==> src/rtl/exu_muldiv_if.sv <==
// Request/response bundle between the execute stage and the iterative
// multiply/divide unit: operand handshake, result handshake, flush and busy.
interface exu_muldiv_if #(
  parameter int XLEN  = 32,
  parameter int TAG_W = 5
);
  logic             in_valid;
  logic             in_ready;
  logic [2:0]       in_op;
  logic [XLEN-1:0]  in_a;
  logic [XLEN-1:0]  in_b;
  logic [TAG_W-1:0] in_tag;
  logic             flush;
  logic             out_valid;
  logic             out_ready;
  logic [XLEN-1:0]  out_result;
  logic [TAG_W-1:0] out_tag;
  logic             busy;

  modport master (
    output in_valid, in_op, in_a, in_b, in_tag, flush, out_ready,
    input  in_ready, out_valid, out_result, out_tag, busy
  );

  modport slave (
    input  in_valid, in_op, in_a, in_b, in_tag, flush, out_ready,
    output in_ready, out_valid, out_result, out_tag, busy
  );
endinterface

==> src/rtl/exu_muldiv.sv <==
// Iterative RV32M multiply/divide unit: shift-add multiply, restoring divide,
// one bit per cycle on operand magnitudes, sign fixed up on entry to DONE.
// XLEN must be at least 8 and a power of two.
module exu_muldiv #(
  parameter int XLEN      = 32,
  parameter int TAG_W     = 5,
  parameter bit EARLY_OUT = 1'b1
) (
  input logic        clk,
  input logic        rst,
  exu_muldiv_if.slave io
);

  localparam int              CNT_W    = $clog2(XLEN) + 1;
  localparam logic [CNT_W-1:0] CNT_LOAD = CNT_W'(XLEN);
  localparam logic [CNT_W-1:0] CNT_ONE  = CNT_W'(1);
  localparam logic [XLEN-1:0]  INT_MIN  = {1'b1, {(XLEN-1){1'b0}}};

  typedef enum logic [1:0] {IDLE, CALC, DONE} state_e;

  typedef enum logic [2:0] {
    OP_MUL    = 3'd0,
    OP_MULH   = 3'd1,
    OP_MULHSU = 3'd2,
    OP_MULHU  = 3'd3,
    OP_DIV    = 3'd4,
    OP_DIVU   = 3'd5,
    OP_REM    = 3'd6,
    OP_REMU   = 3'd7
  } op_e;

  state_e           state, state_nxt;
  logic [CNT_W-1:0] cnt;

  // Latched operation context
  op_e              op_q;
  logic             neg_q;   // product / quotient sign
  logic             neg_r;   // remainder sign
  logic             dz_q;
  logic [XLEN-1:0]  mcand;   // multiplicand or divisor magnitude
  logic [XLEN-1:0]  hi;      // upper product half / partial remainder
  logic [XLEN-1:0]  lo;      // multiplier bits / dividend-quotient bits

  logic accept;
  logic last_step;

  // ---------------------------------------------------------------------
  // Request decode
  // ---------------------------------------------------------------------
  op_e             op_in;
  logic            sgn_a, sgn_b;
  logic            is_div, is_rem;
  logic            dz_in, ovf_in, early_in;
  logic [XLEN-1:0] mag_a, mag_b;
  logic [XLEN-1:0] early_res;

  // NOTE: every always_comb output gets a default or full assignment up front
  // so no path can infer a latch.
  always_comb begin
    op_in  = op_e'(io.in_op);
    is_div = io.in_op[2];
    is_rem = io.in_op[2] & io.in_op[1];
    sgn_a  = io.in_a[XLEN-1] & (op_in == OP_MULH || op_in == OP_MULHSU ||
                                op_in == OP_DIV  || op_in == OP_REM);
    sgn_b  = io.in_b[XLEN-1] & (op_in == OP_MULH || op_in == OP_DIV ||
                                op_in == OP_REM);
    mag_a  = sgn_a ? -io.in_a : io.in_a;
    mag_b  = sgn_b ? -io.in_b : io.in_b;

    dz_in    = is_div & (io.in_b == '0);
    ovf_in   = (op_in == OP_DIV || op_in == OP_REM) &
               (io.in_a == INT_MIN) & (&io.in_b);
    early_in = dz_in | ovf_in;

    // Divide by zero wins over overflow (b cannot be both 0 and -1)
    if (dz_in) early_res = is_rem ? io.in_a : '1;
    else       early_res = is_rem ? '0      : io.in_a;
  end

  // ---------------------------------------------------------------------
  // Handshake and FSM
  // ---------------------------------------------------------------------
  assign io.in_ready  = (state == IDLE) & ~io.flush;
  assign io.out_valid = (state == DONE);
  assign io.busy      = (state != IDLE);
  assign accept       = io.in_valid & io.in_ready;
  assign last_step    = (state == CALC) & (cnt == CNT_ONE);

  always_comb begin
    state_nxt = state;
    unique case (state)
      IDLE:    if (accept) state_nxt = (EARLY_OUT && early_in) ? DONE : CALC;
      CALC:    if (cnt == CNT_ONE) state_nxt = DONE;
      DONE:    if (io.out_ready) state_nxt = IDLE;
      default: state_nxt = IDLE;
    endcase
    if (io.flush) state_nxt = IDLE;
  end

  // ---------------------------------------------------------------------
  // One iteration step
  // ---------------------------------------------------------------------
  logic [XLEN:0]   mul_sum;
  logic [XLEN:0]   div_sh;
  logic            div_ge;
  logic [XLEN-1:0] hi_step, lo_step;

  always_comb begin
    mul_sum = {1'b0, hi} + (lo[0] ? {1'b0, mcand} : '0);
    div_sh  = {hi, lo[XLEN-1]};
    div_ge  = (div_sh >= {1'b0, mcand});
    if (op_q[2]) begin
      // Difference is below the divisor, so the dropped top bit is always 0
      hi_step = div_ge ? (div_sh[XLEN-1:0] - mcand) : div_sh[XLEN-1:0];
      lo_step = {lo[XLEN-2:0], div_ge};
    end else begin
      hi_step = mul_sum[XLEN:1];
      lo_step = {mul_sum[0], lo[XLEN-1:1]};
    end
  end

  // ---------------------------------------------------------------------
  // Sign fix-up and result select from the final step
  // ---------------------------------------------------------------------
  logic [2*XLEN-1:0] prod, prod_s;
  logic [XLEN-1:0]   quot_s, rem_s, final_res;

  always_comb begin
    prod      = {hi_step, lo_step};
    prod_s    = neg_q ? -prod : prod;
    quot_s    = neg_q ? -lo_step : lo_step;
    rem_s     = neg_r ? -hi_step : hi_step;
    final_res = rem_s;
    case (op_q)
      OP_MUL:                       final_res = prod_s[XLEN-1:0];
      OP_MULH, OP_MULHSU, OP_MULHU: final_res = prod_s[2*XLEN-1:XLEN];
      OP_DIV, OP_DIVU:              final_res = dz_q ? '1 : quot_s;
      default:                      final_res = rem_s;
    endcase
  end

  // ---------------------------------------------------------------------
  // Control and architecturally visible registers
  // ---------------------------------------------------------------------
  // NOTE: non-blocking assignments in clocked blocks so every register
  // samples the pre-edge values, independent of statement order.
  always_ff @(posedge clk or negedge rst) begin
    if (!rst) begin
      state         <= IDLE;
      cnt           <= '0;
      io.out_result <= '0;
      io.out_tag    <= '0;
    end else begin
      state <= state_nxt;

      if (io.flush)            cnt <= '0;
      else if (accept)         cnt <= CNT_LOAD;
      else if (state == CALC)  cnt <= cnt - CNT_ONE;

      if (accept) begin
        io.out_tag <= io.in_tag;
        if (EARLY_OUT && early_in) io.out_result <= early_res;
      end else if (last_step) begin
        io.out_result <= final_res;
      end
    end
  end

  // NOTE: datapath registers carry no reset; they are always loaded on
  // accept before anything reads them.
  always_ff @(posedge clk) begin
    if (accept) begin
      op_q  <= op_in;
      neg_q <= sgn_a ^ sgn_b;
      neg_r <= sgn_a;
      dz_q  <= dz_in;
      hi    <= '0;
      if (is_div) begin
        lo    <= mag_a;
        mcand <= mag_b;
      end else begin
        lo    <= mag_b;
        mcand <= mag_a;
      end
    end else if (state == CALC) begin
      hi <= hi_step;
      lo <= lo_step;
    end
  end

endmodule

==> src/flat_wrapper.sv <==
// flat-port wrapper written by rule: the top's interface ports become plain ports
module exu_muldiv_flat 
#(
  parameter int XLEN      = 32,
  parameter int TAG_W     = 5,
  parameter bit EARLY_OUT = 1'b1
)
  (clk, rst, io_in_valid, io_in_op, io_in_a, io_in_b, io_in_tag, io_flush, io_out_ready, io_in_ready, io_out_valid, io_out_result, io_out_tag, io_busy);
  exu_muldiv_if #(.XLEN(XLEN), .TAG_W(TAG_W)) io_i ();
  input logic clk;
  input logic rst;
  input wire logic [$bits(io_i.in_valid)-1:0] io_in_valid;
  input wire logic [$bits(io_i.in_op)-1:0] io_in_op;
  input wire logic [$bits(io_i.in_a)-1:0] io_in_a;
  input wire logic [$bits(io_i.in_b)-1:0] io_in_b;
  input wire logic [$bits(io_i.in_tag)-1:0] io_in_tag;
  input wire logic [$bits(io_i.flush)-1:0] io_flush;
  input wire logic [$bits(io_i.out_ready)-1:0] io_out_ready;
  output wire logic [$bits(io_i.in_ready)-1:0] io_in_ready;
  output wire logic [$bits(io_i.out_valid)-1:0] io_out_valid;
  output wire logic [$bits(io_i.out_result)-1:0] io_out_result;
  output wire logic [$bits(io_i.out_tag)-1:0] io_out_tag;
  output wire logic [$bits(io_i.busy)-1:0] io_busy;
  assign io_i.in_valid = io_in_valid;
  assign io_i.in_op = io_in_op;
  assign io_i.in_a = io_in_a;
  assign io_i.in_b = io_in_b;
  assign io_i.in_tag = io_in_tag;
  assign io_i.flush = io_flush;
  assign io_i.out_ready = io_out_ready;
  assign io_in_ready = io_i.in_ready;
  assign io_out_valid = io_i.out_valid;
  assign io_out_result = io_i.out_result;
  assign io_out_tag = io_i.out_tag;
  assign io_busy = io_i.busy;
  exu_muldiv #(.XLEN(XLEN), .TAG_W(TAG_W), .EARLY_OUT(EARLY_OUT)) u_core (.clk(clk), .rst(rst), .io(io_i));
endmodule
==> config.mk <==
export PLATFORM = sky130hd
export DESIGN_NAME = exu_muldiv_flat
export DESIGN_NICKNAME = d
export VERILOG_FILES = /design/src/rtl/exu_muldiv_if.sv /design/src/rtl/exu_muldiv.sv /design/src/flat_wrapper.sv
export SDC_FILE = /design/constraint.sdc
export NUM_CORES = 1
export LEC_CHECK = 0
export CAP_MARGIN = 40
export CORE_MARGIN = 2
export CORE_UTILIZATION = 45
export CTS_BUF_LIST = sky130_fd_sc_hd__clkbuf_4 sky130_fd_sc_hd__clkbuf_8 sky130_fd_sc_hd__clkbuf_16
export DETAILED_ROUTE_END_ITERATION = 12
export GPL_TIMING_DRIVEN = 0
export PLACE_DENSITY_LB_ADDON = 0.3
export RECOVER_POWER = 50
export SLEW_MARGIN = 15
export SYNTH_ARGS = -nofsm -noshare
export SYNTH_HDL_FRONTEND = slang
export SYNTH_SLANG_ARGS = --single-unit
export TNS_END_PERCENT = 5
==> constraint.sdc <==
create_clock -name clk -period 11.9 [get_ports clk]
set_clock_uncertainty 0.15 [all_clocks]
set_input_delay 2.38 -clock clk [delete_from_list [all_inputs] [get_ports clk]]
set_output_delay 2.38 -clock clk [all_outputs]
set_load 0.01 [all_outputs]
==> results of run 1 <==
sequential cells by signal, summed over array words and instances (netlist names), 2 cells and up:
signal / flops
u_core.lo: 32
u_core.cnt: 6
u_core.op_q: 3
u_core.io.out_result: 32
u_core.state: 2
u_core.hi: 32
u_core.mcand: 32
u_core.io.out_tag: 5
synthesized netlist by cell type, drive strengths merged (14+ instances only):
cell	instances	area share [%]
o21a	19	0.88
nand3	40	1.3
clkbuf	67	1.6
inv	87	2.0
nor4	25	1.2
nand4	41	1.8
o211ai	30	1.4
dfrtp	45	6.9
o21ai	151	4.7
nor3	74	2.4
mux2i	87	5.4
a21oi	247	7.8
and2	42	1.6
a21o	22	1.0
nand2b	27	1.0
nor2	155	3.6
ha	71	5.5
xor2	71	3.8
buf	57	2.0
edfxtp	70	13
a211oi	24	1.2
a22o	16	0.86
and3	16	0.62
a31oi	14	0.54
xnor2	92	5.0
nor2b	15	0.58
or3	23	0.98
nand2	214	5.0
dfxtp	32	3.9
o31ai	32	1.5
worst register-to-register path: stages (launching register included):
cell	delay (ns)
edfxtp_1	0.48
inv_1	0.07
ha_1	0.26
buf_2	0.18
a21oi_1	0.30
o21a_1	0.22
a2bb2oi_1	0.23
nand3_1	0.35
clkbuf_1	0.42
nor2_1	0.72
clkbuf_1	0.62
clkbuf_1	0.68
nand2_1	0.12
a31oi_1	0.47
inv_1	0.15
ha_1	0.29
o31ai_1	0.10
buf_2	0.23
or3_1	0.12
clkbuf_1	0.29
or2_1	0.24
o21ai_1	0.10
xnor2_1	0.21
a221oi_1	0.37
o21ai_1	0.12
per-stage QoR:
step                      cell area [um2]  instances  hold WS [ns]
after floorplan                     16300       2111         0.318
after global placement              18000       2687         0.311
final                               18600       2729         0.321
after global routing                18600       2729         0.335
after CTS                           18700       2727         0.329
after detailed placement            18100       2695         0.314
metal layers:
| metal | global-route usage, % | share of wire [%] | vias to the layer above |
|---|---|---|---|
| met4 | 25.0 | 7.2 | 2 |
| met3 | 6.05 | 8.5 | 238 |
| li1 | - | - | 8091 |
| met1 | 46.1 | 39 | 8362 |
| met5 | 0 | 0.015 | - |
| met2 | 60.3 | 45 | 999 |
layout make-up:
cell class | count | share of cell area, %
clock buffers | 20 | 2.47
clock inverters | 12 | 0.698
repair buffers | 125 | 6.56
inverters | 88 | 1.77
well taps | 461 | 3.10
flip-flops and latches | 147 | 20.8
multi-input cells | 1751 | 61.5
plain buffers | 125 | 3.15
cells by family after synthesis:
group | after synthesis
AO/OA/AOI/OAI | 690
XOR/XNOR | 163
adder cells (fa/ha/maj) | 73
buffers and inverters | 213
flip-flops | 147
multiplexers | 95
AND/OR/NAND/NOR | 730
power by group through the flow:
stage | clock network [mW] | registers, mW | logic (mW)
2_1_floorplan | 0 | 0.822 | 1.77
3_3_place_gp | 0 | 0.868 | 2.59
3_5_place_dp | 0 | 0.869 | 2.61
4_1_cts | 0.561 | 0.861 | 2.64
5_1_grt | 0.583 | 0.879 | 2.87
6_report | 0.568 | 0.868 | 2.68
worst paths after layout:
path                                                     startpoint                                    to  slack [ns]  cells past startpoint
worst max-delay path                     u_core.mcand[18]$_DFFE_PP_  u_core.io.out_result[14]$_DFFE_PN0P_        4.30                     24
min in group asynchronous                                       rst             u_core.cnt[3]$_DFFE_PN0P_        2.76                      1
max in group asynchronous                                       rst  u_core.io.out_result[30]$_DFFE_PN0P_        7.13                      1
worst min register to register  u_core.io.out_result[2]$_DFFE_PN0P_   u_core.io.out_result[2]$_DFFE_PN0P_        0.32                      1
worst min-delay path            u_core.io.out_result[2]$_DFFE_PN0P_   u_core.io.out_result[2]$_DFFE_PN0P_        0.32                      1
worst max register to register           u_core.mcand[18]$_DFFE_PP_  u_core.io.out_result[14]$_DFFE_PN0P_        4.30                     24
==> flow_metrics.py, run 1 <==
metrics = {
    "outcome": {
        "status": "finished, violations left",
        "violations": "max-capacitance violations, max-slew violations",
    },
    "clock_tree": {
        "htree_levels": 4,
        "cts_buffers": 17,
        "clockRootBuffer": "clkbuf_16",
        "cts_resized": 0,
        "cts_tree": "yes",
        "clock_latency_ns": 0.46,
        "clk_pin_slew_ns": 0.07,
        "ctsHoldBuffers": 0,
        "cts_sinks": 147,
        "clockBufferDepth": 2,
        "cts_setup_buffers": 0,
    },
    "power_and_ir_drop": {
        "intPower_mw": 1.98,
        "pwr-share-seq_pct": 21.1,
        "p_sw_share_pct": 51.9,
        "p_sw_mw": 2.13,
        "power_mw": 4.12,
        "p_leak_nw": 7.23,
        "peakVddDrop_mv": 0.0948,
        "combinationalPowerShare_pct": 65.1,
        "powerDensity_mw_per_mm2": 221,
        "p_clk_share_pct": 13.8,
    },
    "logic_synthesis": {
        "synth-main-ff-cell": "edfxtp_1",
        "synth_compound_area_share_pct": 27.3,
        "synthCells": 2111,
        "synth-edff-count": 70,
        "synthXorXnorAreaFrac_pct": 8.77,
        "ys_async_sr_fraction_pct": 30.6,
        "ys_warn_count": 0,
        "synth-simple-area-share_pct": 22.8,
        "synth_adder_area_share_pct": 5.71,
        "seq_area_frac_synth_pct": 23.8,
        "syn_area_per_cell_um2": 7.71,
        "ys_seq_elements": 147,
        "synth.cell_area_mm2": 0.0163,
        "synth_cell_types": 108,
        "synth.net_count": 2261,
        "muxShareOfSynthArea_pct": 5.93,
        "synth_top_family_by_area": "compound AO/OA/AOI/OAI gates",
    },
    "drt": {
        "drtIter0Drc": 1973,
        "via_count": 17700,
        "wl_um": 72200,
        "routedWlPerCell_um": 26.5,
        "drt.antenna.violating_nets": 0,
        "drcViolationCount": 0,
        "drtPass1Iterations": 8,
        "routed_via_density": 6.48,
    },
    "timing": {
        "finalCritPeriodShare_pct": 63.8,
        "timing.fmax_mhz": 132,
        "hold_violations": 0,
        "max_slew_margin_pct": -101,
        "setup_ws_ns": 4.30,
        "worst_pin_slew_ns": 3.01,
        "rsz0062_at_grt": "false",
        "finalSetupTns_ns": 0,
        "maxSlewViolCount": 79,
        "timing.final.crit_period_ns": 7.60,
        "setup_viol": 0,
    },
    "worst_setup_path": {
        "critical_path_class": "reg2reg",
        "critPathSlowestCell": "nor2_1",
        "cp_common_cell": "clkbuf_1",
        "end_kind": "flip-flop",
        "crit_family": "buffers and inverters",
        "path_cells": "inv_1 -> ha_1 -> buf_2 -> a21oi_1 -> o21a_1 -> a2bb2oi_1 -> nand3_1 -> clkbuf_1 -> nor2_1 -> clkbuf_1 -> clkbuf_1 -> nand2_1 -> a31oi_1 -> inv_1 -> ha_1 -> o31ai_1 -> buf_2 -> or3_1 -> clkbuf_1 -> or2_1 -> o21ai_1 -> xnor2_1 -> a221oi_1 -> o21ai_1",
        "startpoint_type": "flip-flop",
        "worstPathArrival_ns": 7.78,
        "path_buf_inv": 8,
        "crit_path_max_incr_delay_ns": 0.72,
        "path_max_fanout": 10,
        "required_ns": 12.08,
    },
    "cells_and_area": {
        "seq_area_mm2": 0.00387,
        "diodes": 0,
        "drive_gt1_share_pct": 6.31,
        "final_cell_mix": "a21oi_1 (241), nand2_1 (213), nor2_1 (154)",
        "fillers": 3572,
        "layout.nets": 2405,
        "final_common_cell": "a21oi_1",
        "finish.utilization_pct": 52.4,
        "syn2layout_area_growth_pct": 14.5,
        "multi_input_area_mm2": 0.0115,
    },
    "run": {
        "cap_violations": 2,
    },
    "worst_hold_path": {
        "hold_path.class": "reg2reg",
    },
    "place": {
        "dp_slack_ns": 4.65,
        "gp_congestion": 1.02,
        "portBuffers": 115,
        "place_hpwl_um": 59000,
    },
    "floorplan": {
        "die_w_um": 194,
        "dieHeight_um": 194,
        "start_util_pct": 45.7,
        "die_area_mm2": 0.0377,
        "num_rows": 69,
        "core_mm2": 0.0356,
        "ios": 117,
    },
    "global_route": {
        "grtUsageTotal_pct": 37.4,
        "overflow": 0,
        "antenna_found_initial": 2,
        "grt_pass1_vias": 17200,
        "grt_pass1_wl_um": 106000,
        "grt_start_max_net_pins": 46,
    },
}
Power figures use the tool's default switching activity.
==> inputs of run 2 (changes only) <==
- clock period: 11.9 -> 7.26 ns (I/O delays scaled with it)
==> run 2 against run 1 <==
  * The run still ends with max-capacitance violations, max-slew violations left
  * Sequential share of layout area hardly changed
  * Hold slack about the same
  * Clock-buffer cell count unchanged
  * Total power increased by 64%
  * Clock power rose by 64%
  * Final area up 0.13%
  * Critical endpoint is now u_core.io.out_result[2]$_DFFE_PN0P_
  * Largest cell class unchanged
==> flow_metrics.py, run 2 (synthesis gave the netlist of run 1 again) <==
metrics = {
    "outcome": {
        "status": "finished, violations left",
        "violations": "max-capacitance violations, max-slew violations",
    },
    "floorplan": {
        "core_mm2": 0.0356,
        "die_w_um": 194,
        "num_rows": 69,
        "ios": 117,
        "die_area_mm2": 0.0377,
        "dieHeight_um": 194,
        "start_util_pct": 45.7,
    },
    "power_and_ir_drop": {
        "pwr-share-seq_pct": 21.0,
        "combinationalPowerShare_pct": 65.2,
        "power_mw": 6.76,
        "powerDensity_mw_per_mm2": 362,
        "intPower_mw": 3.26,
        "p_clk_share_pct": 13.8,
        "p_leak_nw": 7.24,
        "p_sw_mw": 3.50,
        "peakVddDrop_mv": 0.155,
        "p_sw_share_pct": 51.8,
    },
    "drt": {
        "via_count": 17700,
        "drtIter0Drc": 2069,
        "drcViolationCount": 0,
        "wl_um": 72000,
        "routedWlPerCell_um": 26.4,
        "drt.antenna.violating_nets": 0,
        "routed_via_density": 6.50,
        "drtPass1Iterations": 5,
    },
    "global_route": {
        "overflow": 0,
        "grt_pass1_wl_um": 106000,
        "grtUsageTotal_pct": 37.3,
        "grt_util_met1_pct": 45.9,
        "grt_start_max_net_pins": 46,
        "grt_use_met2_pct": 60.1,
        "grt_busiest_layer": "met2",
        "antenna_found_initial": 2,
        "grt_pass1_vias": 17200,
        "met3_usage_pct": 6.16,
    },
    "cells_and_area": {
        "diodes": 0,
        "fillers": 3564,
        "final_cell_mix": "a21oi_1 (241), nand2_1 (213), nor2_1 (154)",
        "drive_gt1_share_pct": 6.53,
        "final_common_cell": "a21oi_1",
        "multi_input_area_mm2": 0.0115,
        "final_area_mm2": 0.0187,
        "syn2layout_area_growth_pct": 14.7,
        "layout.nets": 2404,
        "seq_area_mm2": 0.00387,
    },
    "place": {
        "placed_cell_area_mm2": 0.0181,
        "portBuffers": 115,
        "gp_congestion": 1.02,
        "dp_slack_ns": 0.00548,
        "place_hpwl_um": 59000,
    },
    "worst_setup_path": {
        "path_max_fanout": 19,
        "end_kind": "flip-flop",
        "startpoint_type": "flip-flop",
        "critical_path_class": "reg2reg",
        "required_ns": 7.50,
        "cp_common_cell": "buf_2",
        "path_cells": "buf_6 -> buf_4 -> buf_2 -> buf_2 -> buf_2 -> buf_2 -> buf_2 -> mux2i_1 -> ha_1 -> o211a_1 -> o21ai_0 -> nor2_1 -> nand3_1 -> or4_1 -> buf_2 -> o21ai_1 -> a21oi_1 -> nand2_1 -> o21ai_1 -> a221oi_1 -> a21o_1",
        "critPathSlowestCell": "buf_2",
        "crit_path_max_incr_delay_ns": 0.65,
        "worstPathArrival_ns": 7.34,
    },
    "clock_tree": {
        "clockBufferDepth": 2,
        "cts_resized": 0,
        "cts_tree": "yes",
        "htree_levels": 4,
        "clock_latency_ns": 0.45,
        "cts_buffers": 17,
        "clockRootBuffer": "clkbuf_16",
        "cts_setup_buffers": 0,
        "clk_pin_slew_ns": 0.06,
        "ctsHoldBuffers": 0,
        "cts_sinks": 147,
    },
    "timing": {
        "rsz0062_at_grt": "false",
        "maxSlewViolCount": 79,
        "finalCritPeriodShare_pct": 97.8,
        "worst_pin_slew_ns": 2.98,
        "max_slew_margin_pct": -98.7,
        "setup_ws_ns": 0.159,
        "hold_violations": 0,
        "timing.final.crit_period_ns": 7.10,
        "timing.fmax_mhz": 141,
        "finalSetupTns_ns": 0,
        "setup_viol": 0,
    },
    "worst_hold_path": {
        "hold_path.class": "reg2reg",
    },
    "run": {
        "cap_violations": 2,
    },
}
## run 2: cell count changes in the layout (fill, tap and decap cells not counted), moves of 2 or more
cell / before / now
clkbuf_1: 72 / 69
buf_2: 31 / 33
o21ai_0: 125 / 123
o21ai_1: 23 / 25
## run 2: final timing paths
| kind | start | endpoint | slack [ns] | depth (start not counted) |
|---|---|---|---|---|
| min in group asynchronous | rst | u_core.cnt[3]$_DFFE_PN0P_ | 1.82 | 1 |
| min reg2reg | u_core.io.out_result[2]$_DFFE_PN0P_ | u_core.io.out_result[2]$_DFFE_PN0P_ | 0.32 | 1 |
| min | u_core.io.out_result[2]$_DFFE_PN0P_ | u_core.io.out_result[2]$_DFFE_PN0P_ | 0.32 | 1 |
| max in group asynchronous | rst | u_core.io.out_result[30]$_DFFE_PN0P_ | 3.45 | 1 |
| max | u_core.op_q[2]$_DFFE_PP_ | u_core.io.out_result[2]$_DFFE_PN0P_ | 0.16 | 21 |
| max reg2reg | u_core.op_q[2]$_DFFE_PP_ | u_core.io.out_result[2]$_DFFE_PN0P_ | 0.16 | 21 |
## run 2: worst max-delay path, delay by kind of cell, from the launching register on
family | cells | cell delay, ns
fa+ha+maj | 1 | 0.26
compound gates | 7 | 1.72
buf+inv | 8 | 2.99
simple gates | 4 | 1.08
mux | 1 | 0.43
flops | 1 | 0.39
## run 2: per-layer routing
layer,vias up,part of all wire [%]
met4,2,7.4
met3,253,8.5
met2,1007,45
li1,8103,-
met1,8358,39
met5,-,0.015
## run 2: area by class of cell
cell class / instances / share of cell area (%)
Clock buffer: 20 / 2.47
Inverter: 88 / 1.77
Tap cell: 461 / 3.09
Multi-Input combinational cell: 1751 / 61.5
Sequential cell: 147 / 20.7
Clock inverter: 12 / 0.698
Timing Repair Buffer: 125 / 6.55
Buffer: 124 / 3.18
## run 2: stage by stage
step / instances / hold slack (ns) / util [%]
3_3_place_gp: 2687 / 0.311 / 50.6
5_1_grt: 2728 / 0.335 / 52.4
4_1_cts: 2726 / 0.329 / 52.5
3_5_place_dp: 2695 / 0.314 / 50.8
6_report: 2728 / 0.321 / 52.4
2_1_floorplan: 2111 / 0.318 / -
## run 2: power by group through the flow
stage | Sequential (mW) | Clock (mW) | Combinational (mW)
after global placement | 1.42 | 0 | 4.25
after global routing | 1.44 | 0.956 | 4.73
final | 1.42 | 0.930 | 4.41
after CTS | 1.41 | 0.920 | 4.32
after detailed placement | 1.42 | 0 | 4.28
after floorplan | 1.35 | 0 | 2.91
==> inputs of run 3 (changes only) <==
- ABC_AREA: unset -> 0
==> results of run 3 <==
Same layout as run 2: the final DEF is identical, and so are final timing and power.
